File: src/rtl/spi_pkg.sv
// Shared types and constants for the SPI register target.
package spi_pkg;

    typedef struct packed {
        logic cpol;
        logic cpha;
    } spi_mode_t;

    typedef enum logic [1:0] {
        IDLE,
        CMD,
        WR,
        RD
    } tgt_state_t;

    localparam int unsigned CMD_RW_BIT = 7;
    localparam int unsigned BYTE_BITS  = 8;

endpackage

File: src/rtl/spi_sync_edge.sv
// Two-flop synchronizer followed by an edge-detect stage; emits one-cycle rise/fall pulses.
module spi_sync_edge #(
    parameter logic RST_VAL = 1'b0
) (
    input  logic clk,
    input  logic reset,
    input  logic din,
    output logic rise,
    output logic fall
);

    logic s1, s2, s3;

    always_ff @(posedge clk) begin
        if (!reset) begin
            s1 <= RST_VAL;
            s2 <= RST_VAL;
            s3 <= RST_VAL;
        end else begin
            s1 <= din;
            s2 <= s1;
            s3 <= s2;
        end
    end

    assign rise = s2 & ~s3;
    assign fall = ~s2 & s3;

endmodule

File: src/rtl/spi_reg_target.sv
// SPI target with an auto-incrementing 8-bit register bank and write strobe.
// Optional aborted-frame counter enabled by defining SPI_TARGET_ERRCNT_EN.
module spi_reg_target
    import spi_pkg::*;
#(
    parameter int unsigned NUM_REGS = 16,
    parameter int unsigned ADDR_W   = 4
) (
    input  logic                  clk,
    input  logic                  reset,
    input  logic                  sclk,
    input  logic                  cs,
    input  logic                  mosi,
    input  logic [1:0]            mode,
    output logic                  miso,
    output logic                  busy,
    output logic                  wr_strobe,
    output logic [ADDR_W-1:0]     wr_addr,
    output logic [7:0]            wr_data,
    output logic [NUM_REGS*8-1:0] regs_flat,
    output logic [7:0]            err_cnt
);

    logic sclk_rise, sclk_fall, cs_rise, cs_fall;
    logic [1:0] mosi_sync;

    spi_sync_edge #(.RST_VAL(1'b0)) u_sclk_sync (
        .clk(clk), .reset(reset), .din(sclk), .rise(sclk_rise), .fall(sclk_fall)
    );

    spi_sync_edge #(.RST_VAL(1'b1)) u_cs_sync (
        .clk(clk), .reset(reset), .din(cs), .rise(cs_rise), .fall(cs_fall)
    );

    // mosi only needs the synchronizer so it lines up with the sclk edge pulses
    always_ff @(posedge clk) begin
        if (!reset) mosi_sync <= '0;
        else        mosi_sync <= {mosi_sync[0], mosi};
    end

    tgt_state_t             state;
    spi_mode_t              mode_q;
    logic [2:0]             bit_cnt;
    logic [BYTE_BITS-2:0]   rx_sr;
    logic [BYTE_BITS-1:0]   tx_sr;
    logic [ADDR_W-1:0]      addr;
    logic [7:0]             regs [NUM_REGS];

    logic                   lead_ev, trail_ev, sample_ev, shift_ev, byte_done;
    logic [BYTE_BITS-1:0]   rx_byte;
    logic [ADDR_W-1:0]      addr_inc;

    assign lead_ev   = mode_q.cpol ? sclk_fall : sclk_rise;
    assign trail_ev  = mode_q.cpol ? sclk_rise : sclk_fall;
    assign sample_ev = (state != IDLE) && (mode_q.cpha ? trail_ev : lead_ev);
    assign shift_ev  = (state != IDLE) && (mode_q.cpha ? lead_ev : trail_ev);
    assign byte_done = sample_ev && (bit_cnt == 3'd7);
    assign rx_byte   = {rx_sr, mosi_sync[1]};
    assign addr_inc  = addr + ADDR_W'(1);

    always_ff @(posedge clk) begin
        if (!reset) begin
            state     <= IDLE;
            mode_q    <= '0;
            bit_cnt   <= '0;
            rx_sr     <= '0;
            tx_sr     <= '0;
            addr      <= '0;
            miso      <= 1'b0;
            busy      <= 1'b0;
            wr_strobe <= 1'b0;
            wr_addr   <= '0;
            wr_data   <= '0;
            for (int unsigned i = 0; i < NUM_REGS; i++) regs[i] <= '0;
        end else begin
            wr_strobe <= 1'b0;
            // commit lags the strobe register by one clk, so a same-cycle preload sees the old value
            if (wr_strobe) regs[wr_addr] <= wr_data;

            if (cs_fall) begin
                mode_q  <= spi_mode_t'(mode);
                bit_cnt <= '0;
                state   <= CMD;
                busy    <= 1'b1;
                miso    <= 1'b0;
            end else if (state != IDLE) begin
                if (sample_ev) begin
                    rx_sr   <= rx_byte[BYTE_BITS-2:0];
                    bit_cnt <= bit_cnt + 3'd1;
                end
                if (byte_done) begin
                    case (state)
                        CMD: begin
                            addr <= rx_byte[ADDR_W-1:0];
                            if (rx_byte[CMD_RW_BIT]) begin
                                state <= RD;
                                tx_sr <= regs[rx_byte[ADDR_W-1:0]];
                            end else begin
                                state <= WR;
                            end
                        end
                        WR: begin
                            wr_strobe <= 1'b1;
                            wr_addr   <= addr;
                            wr_data   <= rx_byte;
                            addr      <= addr_inc;
                        end
                        RD: begin
                            addr  <= addr_inc;
                            tx_sr <= regs[addr_inc];
                        end
                        default: ;
                    endcase
                end
                if (shift_ev) begin
                    if (state == RD) begin
                        miso  <= tx_sr[BYTE_BITS-1];
                        tx_sr <= {tx_sr[BYTE_BITS-2:0], 1'b0};
                    end else begin
                        miso <= 1'b0;
                    end
                end
                // placed last so a coincident final sample still completes its byte first
                if (cs_rise) begin
                    state <= IDLE;
                    busy  <= 1'b0;
                    miso  <= 1'b0;
                end
            end
        end
    end

    always_comb begin
        regs_flat = '0;
        for (int unsigned i = 0; i < NUM_REGS; i++) regs_flat[8*i +: 8] = regs[i];
    end

`ifdef SPI_TARGET_ERRCNT_EN
    logic [2:0] cnt_eff;
    logic       cmd_open, abort;
    logic [7:0] err_q;

    assign cnt_eff  = sample_ev ? bit_cnt + 3'd1 : bit_cnt;
    assign cmd_open = (state == CMD) && !byte_done;
    assign abort    = cs_rise && !cs_fall && (state != IDLE) && ((cnt_eff != 3'd0) || cmd_open);

    always_ff @(posedge clk) begin
        if (!reset)                       err_q <= '0;
        else if (abort && (err_q != '1)) err_q <= err_q + 8'd1;
    end

    assign err_cnt = err_q;
`else
    assign err_cnt = '0;
`endif

endmodule

File: config.mk
export PLATFORM = sky130hd
export DESIGN_NAME = spi_reg_target
export DESIGN_NICKNAME = d
export VERILOG_FILES = /design/src/rtl/spi_pkg.sv /design/src/rtl/spi_sync_edge.sv /design/src/rtl/spi_reg_target.sv
export SDC_FILE = /design/constraint.sdc
export NUM_CORES = 1
export LEC_CHECK = 0
export CORE_MARGIN = 4
export CORE_UTILIZATION = 45
export DETAILED_ROUTE_END_ITERATION = 10
export PLACE_DENSITY = 0.74
export SYNTH_ARGS = -nofsm -noshare
export SYNTH_HDL_FRONTEND = slang
export SYNTH_SLANG_ARGS = --single-unit
File: constraint.sdc
create_clock -name clk -period 2.3 [get_ports clk]
set_input_delay 0.46 -clock clk [delete_from_list [all_inputs] [get_ports clk]]
set_output_delay 0.46 -clock clk [all_outputs]
set_load 0.05 [all_outputs]
==> impl_metrics.env, run 1 <==
export IMPL_status="complete, no violations"
export IMPL_holdBufCountCts=0
export IMPL_initial_core_util_pct=46.4
export IMPL_postLayoutCoreUtil_pct=60.6
export IMPL_fin_skew_ns=0.0110
export IMPL_num_vias=6845
export IMPL_syn_cell_area_um2=9140
export IMPL_tritoncts="built"
export IMPL_cp_data_required_time_ns=1.84
export IMPL_routedWlPerCell_um=25.2
export IMPL_synth_edf_count=128
export IMPL_die_y_um=151
export IMPL_max_stage_delay_ns=0.82
export IMPL_max_cap_viol_count=0
export IMPL_cp_end_kind="primary output"
export IMPL_wl_um=29200
export IMPL_fillers=1533
export IMPL_core_area_um2=19700
export IMPL_start_kind="register"
export IMPL_cts_inserted_buffers=17
export IMPL_grt_pass1_wl_um=43000
export IMPL_avgSynthCellArea_um2=13.1
export IMPL_n_antenna_cell=0
export IMPL_antenna_found_initial=1
export IMPL_ys_warn_count=0
export IMPL_synth_seq_cells=177
export IMPL_hpwl_um=21300
export IMPL_synth_cell_types=45
export IMPL_drt_iter0_drc=634
export IMPL_rows=51
export IMPL_clock_sinks=177
export IMPL_critPathTopFamily="buffers and inverters"
export IMPL_port_buffers=149
export IMPL_path_cells="buf_4 > clkdlybuf4s50_1"
export IMPL_tightest_slew_ns=0.686
export IMPL_pin_count=158
export IMPL_cp_max_fo=2
export IMPL_drc=0
export IMPL_grt_util_all_layers_pct=26.3
export IMPL_synth_flop_cell="edfxtp_1"
export IMPL_clk_latency_ns=0.44
export IMPL_seqCellArea_um2=4830
export IMPL_cts_buffer_depth=2
export IMPL_ys_seq_area_share_pct=52.8
export IMPL_setup_viol=0
export IMPL_fp_dieArea_um2=22700
export IMPL_power_density_nw_per_um2=619
export IMPL_power_leakage_nw=4.31
export IMPL_die_w_um=151
export IMPL_irDropWorstVdd_mv=0.554
export IMPL_slew_headroom_pct=54.1
export IMPL_first_pass_iters=5
export IMPL_grt_overflow_total=0
export IMPL_fmax_mhz=445
export IMPL_place_congestion=0.920
export IMPL_cts_root_buf="clkbuf_16"
export IMPL_clk_pin_slew_ns=0.07
export IMPL_async_flop_share_pct=0
export IMPL_netlist_instances=697
export IMPL_finalHoldViolCount=0
export IMPL_crit_arrival_ns=1.79
export IMPL_finalNetCount=894
export IMPL_post_route_period_util_pct=97.7
export IMPL_htreeDepth=4
export IMPL_fin_crit_ns=2.25
export IMPL_hold_path_class="reg -> reg"
export IMPL_cts_resized_gates=2
export IMPL_grt_pass1_vias=6883
export IMPL_via_per_inst=5.90
export IMPL_crit_type="reg -> out"
export IMPL_timing_hold_ws_ns=0.432
export IMPL_rsz0062_at_grt="false"
export IMPL_r2r_setup_slack_ns=0.10
export IMPL_crit_buf_inv=2
export IMPL_drv_slew=0
export IMPL_multi_input_comb_area_um2=4060
export IMPL_antenna_left=0
export IMPL_drive_gt1_share_pct=21.7
export IMPL_syn2layout_area_growth_pct=30.7
export IMPL_cp_slowest_cell="clkdlybuf4s50_1"
export IMPL_postCtsSetupBuffers=0
export IMPL_grt_max_degree=28
[kinds of logic after synthesis]
| group | after synthesis | share of synthesized area, % |
|---|---|---|
| fa+ha+maj | 5 | 0.684 |
| compound gates | 78 | 5.71 |
| flops | 177 | 52.8 |
| mux | 111 | 21.1 |
| buf+inv | 65 | 3.44 |
| other cells | 1 | 0.0410 |
| simple gates | 256 | 15.8 |
| xor+xnor | 4 | 0.466 |
[report_power, final]
| group | internal [mW] | leakage (nW) | switching (mW) | total [mW] |
|---|---|---|---|---|
| Combinational | 0.284 | 2.33 | 0.535 | 0.819 |
| Clock | 1.58 | 0.289 | 1.39 | 2.97 |
| Sequential | 3.50 | 1.69 | 0.107 | 3.61 |
| Total | 5.37 | 4.31 | 2.03 | 7.40 |
[metal layers]
layer	global-route usage [%]	vias up	part of all wire (%)
met1	32.8	3355	37
li1	-	2945	-
met3	7.07	86	9.8
met2	42.6	457	49
met5	0	-	0.045
met4	12.7	2	4.6
[cells in the mapped netlist (3+ instances only)]
cell type,n,share of area (%)
dfxtp_1,49,11
a21oi_1,27,1.5
buf_2,20,1.1
a211oi_1,13,1.1
nand2_1,19,0.78
or3_1,9,0.62
o21ai_0,18,0.99
nand3_1,3,0.16
a221oi_2,6,0.99
and2_1,133,9.1
mux4_2,64,16
edfxtp_1,128,42
nor3_1,6,0.33
ha_1,5,0.68
o211ai_1,7,0.57
buf_1,3,0.12
mux2i_1,43,4.7
buf_4,10,0.82
nand2b_1,12,0.82
inv_1,5,0.21
nor2b_1,13,0.89
nor2_1,50,2.1
mux2_2,3,0.37
clkbuf_1,25,1.0
[placed cells by master (no fill, tap or decap), types with 11 or more instances in the layout]
cell type	count
buf_4	67
clkdlybuf4s50_1	137
a21oi_1	27
clkbuf_16	17
a211oi_1	11
edfxtp_1	128
nor2b_1	13
o21ai_0	18
and2_1	133
mux4_2	64
mux2i_1	43
nand2b_1	12
dfxtp_1	46
nand2_1	19
nor2_1	50
[registers in the layout, indices dropped and copies added, names as in the netlist]
signal and flops:
state 2, u_cs_sync.s3 1, u_sclk_sync.s1 1, busy 1
regs 128, tx_sr 8, u_cs_sync.s1 1, u_sclk_sync.s3 1
rx_sr 7, u_sclk_sync.s2 1, miso 1, bit_cnt 3
wr_addr 4, wr_data 8, mode_q 2, mosi_sync 2
u_cs_sync.s2 1, addr 4, wr_strobe 1
[per-stage QoR]
stage,cell area [um^2],power [mW],setup TNS [ns],setup slack [ns],instances
floorplan,9170,4.17,0,0.0329,704
detailed placement,11300,4.49,-9.40,-0.205,1128
finish,11900,7.40,0,0.0522,1160
global route,11900,7.59,0,0.0172,1160
global placement,11300,4.48,-9.22,-0.203,1128
CTS,11900,7.42,0,0.00821,1160
[cell type report]
cell class | instances | share of cell area (%)
Tap cell | 265 | 2.77
Sequential cell | 177 | 40.4
Clock buffer | 18 | 3.68
Clock inverter | 14 | 1.37
Timing Repair Buffer | 218 | 17.6
Multi-Input combinational cell | 462 | 33.9
Inverter | 6 | 0.188
[final timing paths]
kind           startpoint             to  cells after the start
max           regs[10][5]  regs_flat[85]                      2
min          u_cs_sync.s1   u_cs_sync.s2                      1
min reg2reg  u_cs_sync.s1   u_cs_sync.s2                      1
max reg2reg       addr[1]       tx_sr[6]                      8
Power figures use the tool's default switching activity.
==> run 2, diff against run 1 <==
Settings changed: DONT_BUFFER_PORTS set to 1, PLACE_DENSITY 0.74 to 0.64, SYNTH_HIERARCHICAL set to 1.
==> impl_metrics.env, run 2 <==
export IMPL_num_vias=6867
export IMPL_cp_max_fo=14
export IMPL_cts_buffer_depth=2
export IMPL_crit_buf_inv=1
export IMPL_yosysTopAreaCell="edfxtp_1"
export IMPL_postLayoutCoreUtil_pct=58.1
export IMPL_routedWlPerCell_um=25.1
export IMPL_cts_root_buf="clkbuf_16"
export IMPL_path_cells="ha_4 > buf_8 > mux4_2 > mux4_2 > a22o_1 > a22o_1"
export IMPL_layout_cells_non_filler=1164
export IMPL_fmax_mhz=456
export IMPL_tritoncts="built"
export IMPL_holdBufCountCts=0
export IMPL_cts_inserted_buffers=17
export IMPL_port_buffers=0
export IMPL_fin_crit_ns=2.19
export IMPL_crit_type="reg -> reg"
export IMPL_power_density_nw_per_um2=651
export IMPL_start_kind="register"
export IMPL_largest_registers="regs x128, tx_sr x8, wr_data x8"
export IMPL_clk_pin_slew_ns=0.06
export IMPL_grt_use_met3_pct=8.25
export IMPL_fin_skew_ns=0.00924
export IMPL_core_area_um2=19700
export IMPL_antenna_found_initial=0
export IMPL_cp_end_kind="register"
export IMPL_crit_path_start="addr[0]"
export IMPL_cp_slowest_cell="mux4_2"
export IMPL_finalNetCount=896
export IMPL_seq_power_share_pct=48.1
export IMPL_syn_cell_area_um2=9110
export IMPL_grt_overflow_total=0
export IMPL_largest_register="regs"
export IMPL_final_cell_mix="199 x buf_4, 134 x and2_1, 128 x edfxtp_1"
export IMPL_grt_use_met1_pct=33.3
export IMPL_avgSynthCellArea_um2=12.8
export IMPL_endpoint="tx_sr[0]"
export IMPL_slew_headroom_pct=22.3
export IMPL_irDropWorstVdd_mv=0.558
export IMPL_grtUsageMet2_pct=42.0
export IMPL_drv_slew=0
export IMPL_r2r_start="addr[0]"
export IMPL_drc=0
export IMPL_grt_max_degree=37
export IMPL_tightest_slew_ns=1.15
export IMPL_finalHoldViolCount=0
export IMPL_r2r_end="tx_sr[0]"
export IMPL_dp_slack_ns=-0.0586
export IMPL_pin_count=158
export IMPL_rsz0062_at_grt="false"
export IMPL_rows=51
export IMPL_initial_core_util_pct=46.2
export IMPL_synth_flop_cell="edfxtp_1"
export IMPL_wl_um=29300
export IMPL_die_y_um=150
export IMPL_grt_pass1_wl_um=43200
export IMPL_placedCellCount=1129
export IMPL_grt_pass1_vias=6888
export IMPL_fin_ws_ns=0.108
export IMPL_setup_viol=0
export IMPL_crit_cells=6
export IMPL_post_route_period_util_pct=95.3
export IMPL_synth_cell_types=42
export IMPL_async_flop_share_pct=0
export IMPL_crit_arrival_ns=2.52
export IMPL_drt_iter0_drc=615
export IMPL_place_congestion=0.965
export IMPL_status="complete, no violations"
export IMPL_p_comb_share_pct=9.3
export IMPL_max_cap_viol_count=0
export IMPL_timing_hold_ws_ns=0.112
export IMPL_netlist_instances=713
export IMPL_intPower_mw=5.66
export IMPL_ys_warn_count=6
export IMPL_synthTopCellsByArea="edfxtp_1 42%, mux4_2 16%, dfxtp_1 11%, and2_1 9.2%, mux2i_1 4.2%"
export IMPL_fp_dieArea_um2=22600
export IMPL_synth_seq_cells=177
export IMPL_clk_latency_ns=0.44
export IMPL_reg2regPathDepth=6
export IMPL_largest_register_ffs=128
export IMPL_first_pass_iters=5
export IMPL_max_stage_delay_ns=0.48
export IMPL_grt_util_all_layers_pct=26.2
export IMPL_hold_path_class="in -> reg"
export IMPL_die_w_um=150
export IMPL_synth_top_area_share_pct=42.2
export IMPL_synth_edf_count=128
export IMPL_syn2layout_area_growth_pct=25.8
export IMPL_netlist_top_cells_count="134 x and2_1, 128 x edfxtp_1, 64 x mux4_2"
export IMPL_p_switching_mw=1.80
export IMPL_antenna_left=0
export IMPL_htreeDepth=4
export IMPL_layout_commonest_cell="buf_4"
export IMPL_critPathTopFamily="multiplexers"
export IMPL_r2r_setup_slack_ns=0.11
export IMPL_hpwl_um=21500
export IMPL_cp_data_required_time_ns=2.63
export IMPL_clock_sinks=177
export IMPL_via_per_inst=5.90
export IMPL_switching_share_pct=24.1
export IMPL_power_leakage_nw=4.43
export IMPL_n_antenna_cell=0
export IMPL_grt_busiest_layer="met2"
export IMPL_ys_seq_area_share_pct=52.9
export IMPL_drive_gt1_share_pct=34.7
export IMPL_clockPowerShare_pct=42.6
export IMPL_yosys_cell_count_top_type="and2_1"
## run 2: cell families after synthesis
kind of cell	synth area share, %
fa+ha+maj	0.412
simple gates	16.6
compound gates	4.94
xor+xnor	0.659
other cells	0.0411
mux	21.1
flops	52.9
buf+inv	3.28
## run 2: power by group through the flow
stage               sequential [mW]  combinational [mW]  clock [mW]
floorplan                      3.90               0.211           0
CTS                            3.59               0.692        3.19
global route                   3.59               0.719        3.34
finish                         3.59               0.692        3.18
detailed placement             3.66               0.691           0
global placement               3.65               0.684           0
## run 2: routing by layer
metal  wire (um)  vias up
met5           0        -
met4        1040        0
met3        3210       75
met2       14000      399
met1       11000     3433
li1            -     2960
## run 2: how the worst min path moves through the flow
stage	from	endpoint	slack, ns	cells past startpoint
2_1_floorplan	u_cs_sync/s1	u_cs_sync/s2	0.39	1
3_3_place_gp	u_cs_sync/s1	u_cs_sync/s2	0.40	1
3_5_place_dp	u_cs_sync/s1	u_cs_sync/s2	0.40	1
4_1_cts	reset	u_cs_sync/s3	0.09	1
5_1_grt	reset	u_cs_sync/s2	0.1	1
6_report	reset	u_cs_sync/s1	0.11	1
## run 2: metrics by stage
step	TNS, ns	instance area, um^2	total power [mW]
2_1_floorplan	0	9140	4.11
3_3_place_gp	0	10700	4.34
3_5_place_dp	-0.0586	10700	4.35
4_1_cts	0	11400	7.47
5_1_grt	0	11500	7.65
6_report	0	11500	7.46
## run 2: timing repair
item / 4_1_cts / 5_1_grt
setup endpoints to repair: 1 / 7
setup buffers: 0 / 2
pin swaps: 0 / 2
gates resized for setup: 1 / 13
cloned: 0 / 1
## run 2: cell type report
class,count,area [um^2]
tap,265,332
timing repair buffer,205,1610
multi-input combinational,482,4040
clock inverter,11,185
fill,1561,8250
clock buffer,21,450
sequential,177,4830
inverter,3,11.3
==> run 3, diff against run 2 <==
Settings changed: CAP_MARGIN set to 30.
==> impl_metrics.env, run 3 (same netlist as run 2, synthesis figures left out) <==
export IMPL_fin_ws_ns=0.123
export IMPL_post_route_period_util_pct=94.6
export IMPL_fp_dieArea_um2=22600
export IMPL_via_per_inst=5.82
export IMPL_cp_max_fo=14
export IMPL_pin_count=158
export IMPL_antenna_left=0
export IMPL_finalNetCount=896
export IMPL_die_y_um=150
export IMPL_stdcell_area_um2=11400
export IMPL_rows=51
export IMPL_cts_buffer_depth=2
export IMPL_cp_data_required_time_ns=2.62
export IMPL_place_congestion=0.965
export IMPL_clk_latency_ns=0.43
export IMPL_final_cell_mix="198 x buf_4, 134 x and2_1, 128 x edfxtp_1"
export IMPL_grt_pass1_vias=6895
export IMPL_fmax_mhz=459
export IMPL_irDropWorstVdd_mv=0.420
export IMPL_grt_overflow_total=0
export IMPL_layout_commonest_cell="buf_4"
export IMPL_hold_path_class="in -> reg"
export IMPL_port_buffers=0
export IMPL_htreeDepth=4
export IMPL_grt_pass1_wl_um=43100
export IMPL_largest_register="regs"
export IMPL_cts_inserted_buffers=17
export IMPL_timing_hold_ws_ns=0.118
export IMPL_largest_registers="regs x128, tx_sr x8, wr_data x8"
export IMPL_rsz0062_at_grt="false"
export IMPL_cp_end_kind="register"
export IMPL_max_cap_viol_count=0
export IMPL_crit_type="reg -> reg"
export IMPL_routedWlPerCell_um=25.0
export IMPL_cts_root_buf="clkbuf_16"
export IMPL_drv_slew=0
export IMPL_multi_input_comb_area_um2=4050
export IMPL_reg2regPathDepth=6
export IMPL_antenna_found_initial=0
export IMPL_wl_um=29100
export IMPL_drc=0
export IMPL_placed_area_um2=10700
export IMPL_status="complete, no violations"
export IMPL_grt_util_all_layers_pct=26.2
export IMPL_power_leakage_nw=4.38
export IMPL_start_kind="register"
export IMPL_core_area_um2=19700
export IMPL_crit_arrival_ns=2.50
export IMPL_drt_iter0_drc=645
export IMPL_finalHoldViolCount=0
export IMPL_fillers=1633
export IMPL_seqCellArea_um2=4830
export IMPL_power_density_nw_per_um2=625
export IMPL_largest_register_ffs=128
export IMPL_n_antenna_cell=0
export IMPL_syn2layout_area_growth_pct=25.1
export IMPL_hpwl_um=21500
export IMPL_dp_slack_ns=-0.0653
export IMPL_initial_core_util_pct=46.2
export IMPL_clock_sinks=177
export IMPL_drive_gt1_share_pct=35.0
export IMPL_setup_viol=0
export IMPL_num_vias=6779
export IMPL_fin_skew_ns=0.0113
export IMPL_slew_headroom_pct=47.5
export IMPL_tritoncts="built"
export IMPL_tightest_slew_ns=0.786
export IMPL_clk_pin_slew_ns=0.07
export IMPL_fin_crit_ns=2.18
export IMPL_worstHoldPathCells=1
export IMPL_fin_setup_tns_ns=0
export IMPL_first_pass_iters=5
export IMPL_grt_max_degree=37
export IMPL_die_w_um=150
==> run 3: layout make-up <==
type | instances | share of cell area, %
clock buffer | 18 | 3.76
tap | 265 | 2.91
clock inverter | 14 | 1.23
inverter | 3 | 0.0988
sequential | 177 | 42.4
multi-input combinational | 482 | 35.5
timing repair buffer | 205 | 14.1
==> run 3: worst paths after layout <==
check            endpoint  slack [ns]          from
max              tx_sr[0]        0.12       addr[0]
min          u_cs_sync/s3        0.12         reset
max reg2reg      tx_sr[0]        0.12       addr[0]
min reg2reg  u_cs_sync/s2        0.41  u_cs_sync/s1
==> run 3: metrics by stage <==
stage	total power [mW]	std cells	utilization, %
2_1_floorplan	4.11	720	-
3_3_place_gp	4.34	1129	54.5
3_5_place_dp	4.35	1130	54.5
4_1_cts	7.14	1162	57.4
5_1_grt	7.31	1164	57.8
6_report	7.12	1164	57.8
==> run 3: what timing repair did <==
| item | CTS | global route |
|---|---|---|
| buffers inserted | 0 | 1 |
| pin swaps | 0 | 1 |
| resized for setup | 2 | 13 |
| gates cloned | 0 | 1 |
| endpoints found under the setup margin | 2 | 6 |
| hold buffers | 0 | 0 |
==> run 3: critical path: stages, from the launching register on <==
cell and delay, ns:
dfxtp_4 0.39, ha_4 0.30, buf_8 0.16, mux4_2 0.32, mux4_2 0.48, a22o_1 0.24
a22o_1 0.18
==> run 3: power breakdown <==
part / leakage (nW) / switching [mW] / total, mW / internal, mW
logic: 2.40 / 0.483 / 0.693 / 0.210
clock network: 0.263 / 1.25 / 2.84 / 1.59
registers: 1.72 / 0.0937 / 3.59 / 3.50
total: 4.38 / 1.82 / 7.12 / 5.30
==> run 3: per-layer routing <==
layer	share of wire (%)	vias up	global-route usage (%)
met3	10	52	8.88
met2	49	406	43.2
met1	38	3360	32.7
met5	0	-	0
li1	-	2961	-
met4	2.5	0	8.42
==> patch (settings of run 3) <==
The option `SPI_TARGET_ERRCNT_EN` is turned on by a define.
--- a/src/rtl/spi_reg_target.sv
+++ b/src/rtl/spi_reg_target.sv
@@ -1,5 +1,7 @@
 // SPI target with an auto-incrementing 8-bit register bank and write strobe.
 // Optional aborted-frame counter enabled by defining SPI_TARGET_ERRCNT_EN.
+`define SPI_TARGET_ERRCNT_EN
+
 module spi_reg_target
     import spi_pkg::*;
 #(
Check against the original RTL: not equivalent (Yosys sat finds a counterexample within 10 cycles, from zero or initial values and one cycle with reset low).
==> patch against run 3 <==
- setup slack worse by 0.029 ns
- sequential cell count grew 8
- power is 2.8% higher
- critical path depth grew 1
- synthesized cell count is 4.3% higher
- area after synthesis is 3.6% higher
- largest power group unchanged
- final area increased by 3.4%
- highest routed layer unchanged
- wire length is 5.8% higher
- non-clock buffer count is the same
- die area up 3.4%
==> patch: results (changes against run 3) <==
| Metric | Value |
|---|---|
| Slowest library cell on the worst path | `a2111oi_0` |
| Final-stage net count | `929 (+3.7%)` |
| Max H-tree Level | `4 (unchanged)` |
| Maximum clock path buffer count | `2 (unchanged)` |
| Worst-Margin Slew | `0.7044 ns (-0.08195 ns)` |
| Crit path DAT | `2.52 ns (+0.02 ns)` |
| Num tapcells | `270 (+1.9%)` |
| Pin count of the biggest net entering global routing | `50 (+35%)` |
| Hold Startpoint | `reset` |
| P_leak | `4.531 nW (+3.4%)` |
| Worst hold-check path type | `input pin to flip-flop` |
| CP max FO | `18 (+4)` |
| GP Congestion | `0.9752 (+1.0%)` |
| Post-DP Area | `0.01114 sq mm (+3.7%)` |
| Post-Route Skew | `0.008248 ns (-0.003091 ns)` |
| Top cells by count, synth | `136 x and2_1, 128 x edfxtp_1, 64 x nand2_1` |
| DP HPWL | `23010 microns (+7.1%)` |
| Clock buf/inv share | `4.967% (-0.027 points)` |
| Met2 Routed Length | `15380 microns (+6.9%)` |
| Non-clock buffering overhead | `13.80% (-0.34 points)` |
| Comb_multi_in | `506 (+5.0%)` |
| Met1 WL | `11430 microns (+4.6%)` |
| Clk_buf instances | `17 (-1)` |
| Synth area leaders | `edfxtp_1 41%, mux4_2 14%, dfxtp_1 12%` |
| Met3 routed WL | `2773 microns (-9.0%)` |
| First-pass GRT wire length | `45600 microns (+5.7%)` |
| Latest clock arrival within the worst-skew pair | `0.43 ns (about the same)` |
| Sequential cell count | `185 (+4.5%)` |
| Sequential share of cell area | `42.31% (-0.062 points)` |
| XOR/XNOR Fraction of Synth Area | `0.7286% (+0.070 points)` |
| Status | `finished, final reports clean` |
| Vias in the first global route | `7173 (+4.0%)` |
| GRT Util Overall | `25.83% (-0.42 points)` |
| WL/cell | `25.64 microns (+2.6%)` |
| Adder-cell share of the synthesized area | `0.5299% (+0.12 points)` |
| CP max stage delay | `0.42 ns (-0.06 ns)` |
| Met2 global-route usage | `43.58% (+0.34 points)` |
| Synth Area in Compound Gates | `5.246% (+0.30 points)` |
| Vias per cell | `6.034 (+3.6%)` |
| Initial drt markers | `632 (-2.0%)` |
| Switching Fraction | `26.56% (+0.95 points)` |
| Global Route met1 Usage | `32.87% (+0.13 points)` |
| M3 GR Usage | `5.711% (-3.2 points)` |
| Fraction of area in multi-input gates | `35.97% (+0.47 points)` |
| Mux contribution to synthesized area | `20.84% (-0.26 points)` |
| Synth cell types | `48 (+14%)` |
| Maximum vdd drop | `0.4142 mV (-1.4%)` |
| Fraction of layout cells with a size suffix above 1 | `34.05% (-0.99 points)` |
| Fillers | `1678 (+2.8%)` |
==> patch: changes by cell type in the layout (fill, tap and decap cells not counted), moves of 5 or more <==
cell	delta
nand2_1	+20
conb_1	-8
dfxtp_1	+8
mux4_1	+7
nor2_1	-7
nand3_1	-6
mux4_2	-5
nand2b_1	+5
==> patch: power by group through the flow <==
stage / Combinational [W] / Clock [W] / Sequential, W
after global placement: 0.000671 / 0 / 0.00378
final: 0.000680 / 0.00293 / 0.00371
after global routing: 0.000701 / 0.00310 / 0.00372
after floorplan: 0.000178 / 0 / 0.00404
after CTS: 0.000679 / 0.00294 / 0.00371
after detailed placement: 0.000676 / 0 / 0.00379
==> patch: worst paths after layout <==
kind / to / cells after the start / slack [ns]
worst max-delay path: tx_sr[7] / 7 / 0.09
worst min-delay path: u_cs_sync/s1 / 1 / 0.11
worst max register to register: tx_sr[7] / 7 / 0.09
worst min register to register: u_cs_sync/s2 / 1 / 0.43
==> patch: stage by stage <==
step	std cells	power [W]	setup WS, ns	hold slack, ns	utilization (%)
2_1_floorplan	744	0.004219	0.03656	0.3863	-
3_3_place_gp	1164	0.004453	0.01045	0.4095	54.46
3_5_place_dp	1165	0.004465	0.001202	0.4002	54.53
4_1_cts	1197	0.007334	0.02937	0.09999	57.40
5_1_grt	1201	0.007521	0.009403	0.1031	57.71
6_report	1201	0.007323	0.09356	0.1147	57.71
==> patch: critical path, delay by kind of cell, from the launching register on <==
kind            cells  cell delay, ns
compound gates      3            0.68
fa+ha+maj           1            0.39
buf+inv             1            0.19
flops               1            0.36
mux                 1            0.35
simple gates        1            0.10
==> patch: timing repair <==
action | CTS | global route
gates cloned | 0 | 1
hold buffers | 0 | 0
setup buffers | 0 | 3
setup endpoints to repair | 1 | 10
gates resized for setup | 1 | 5
pin swaps | 0 | 1
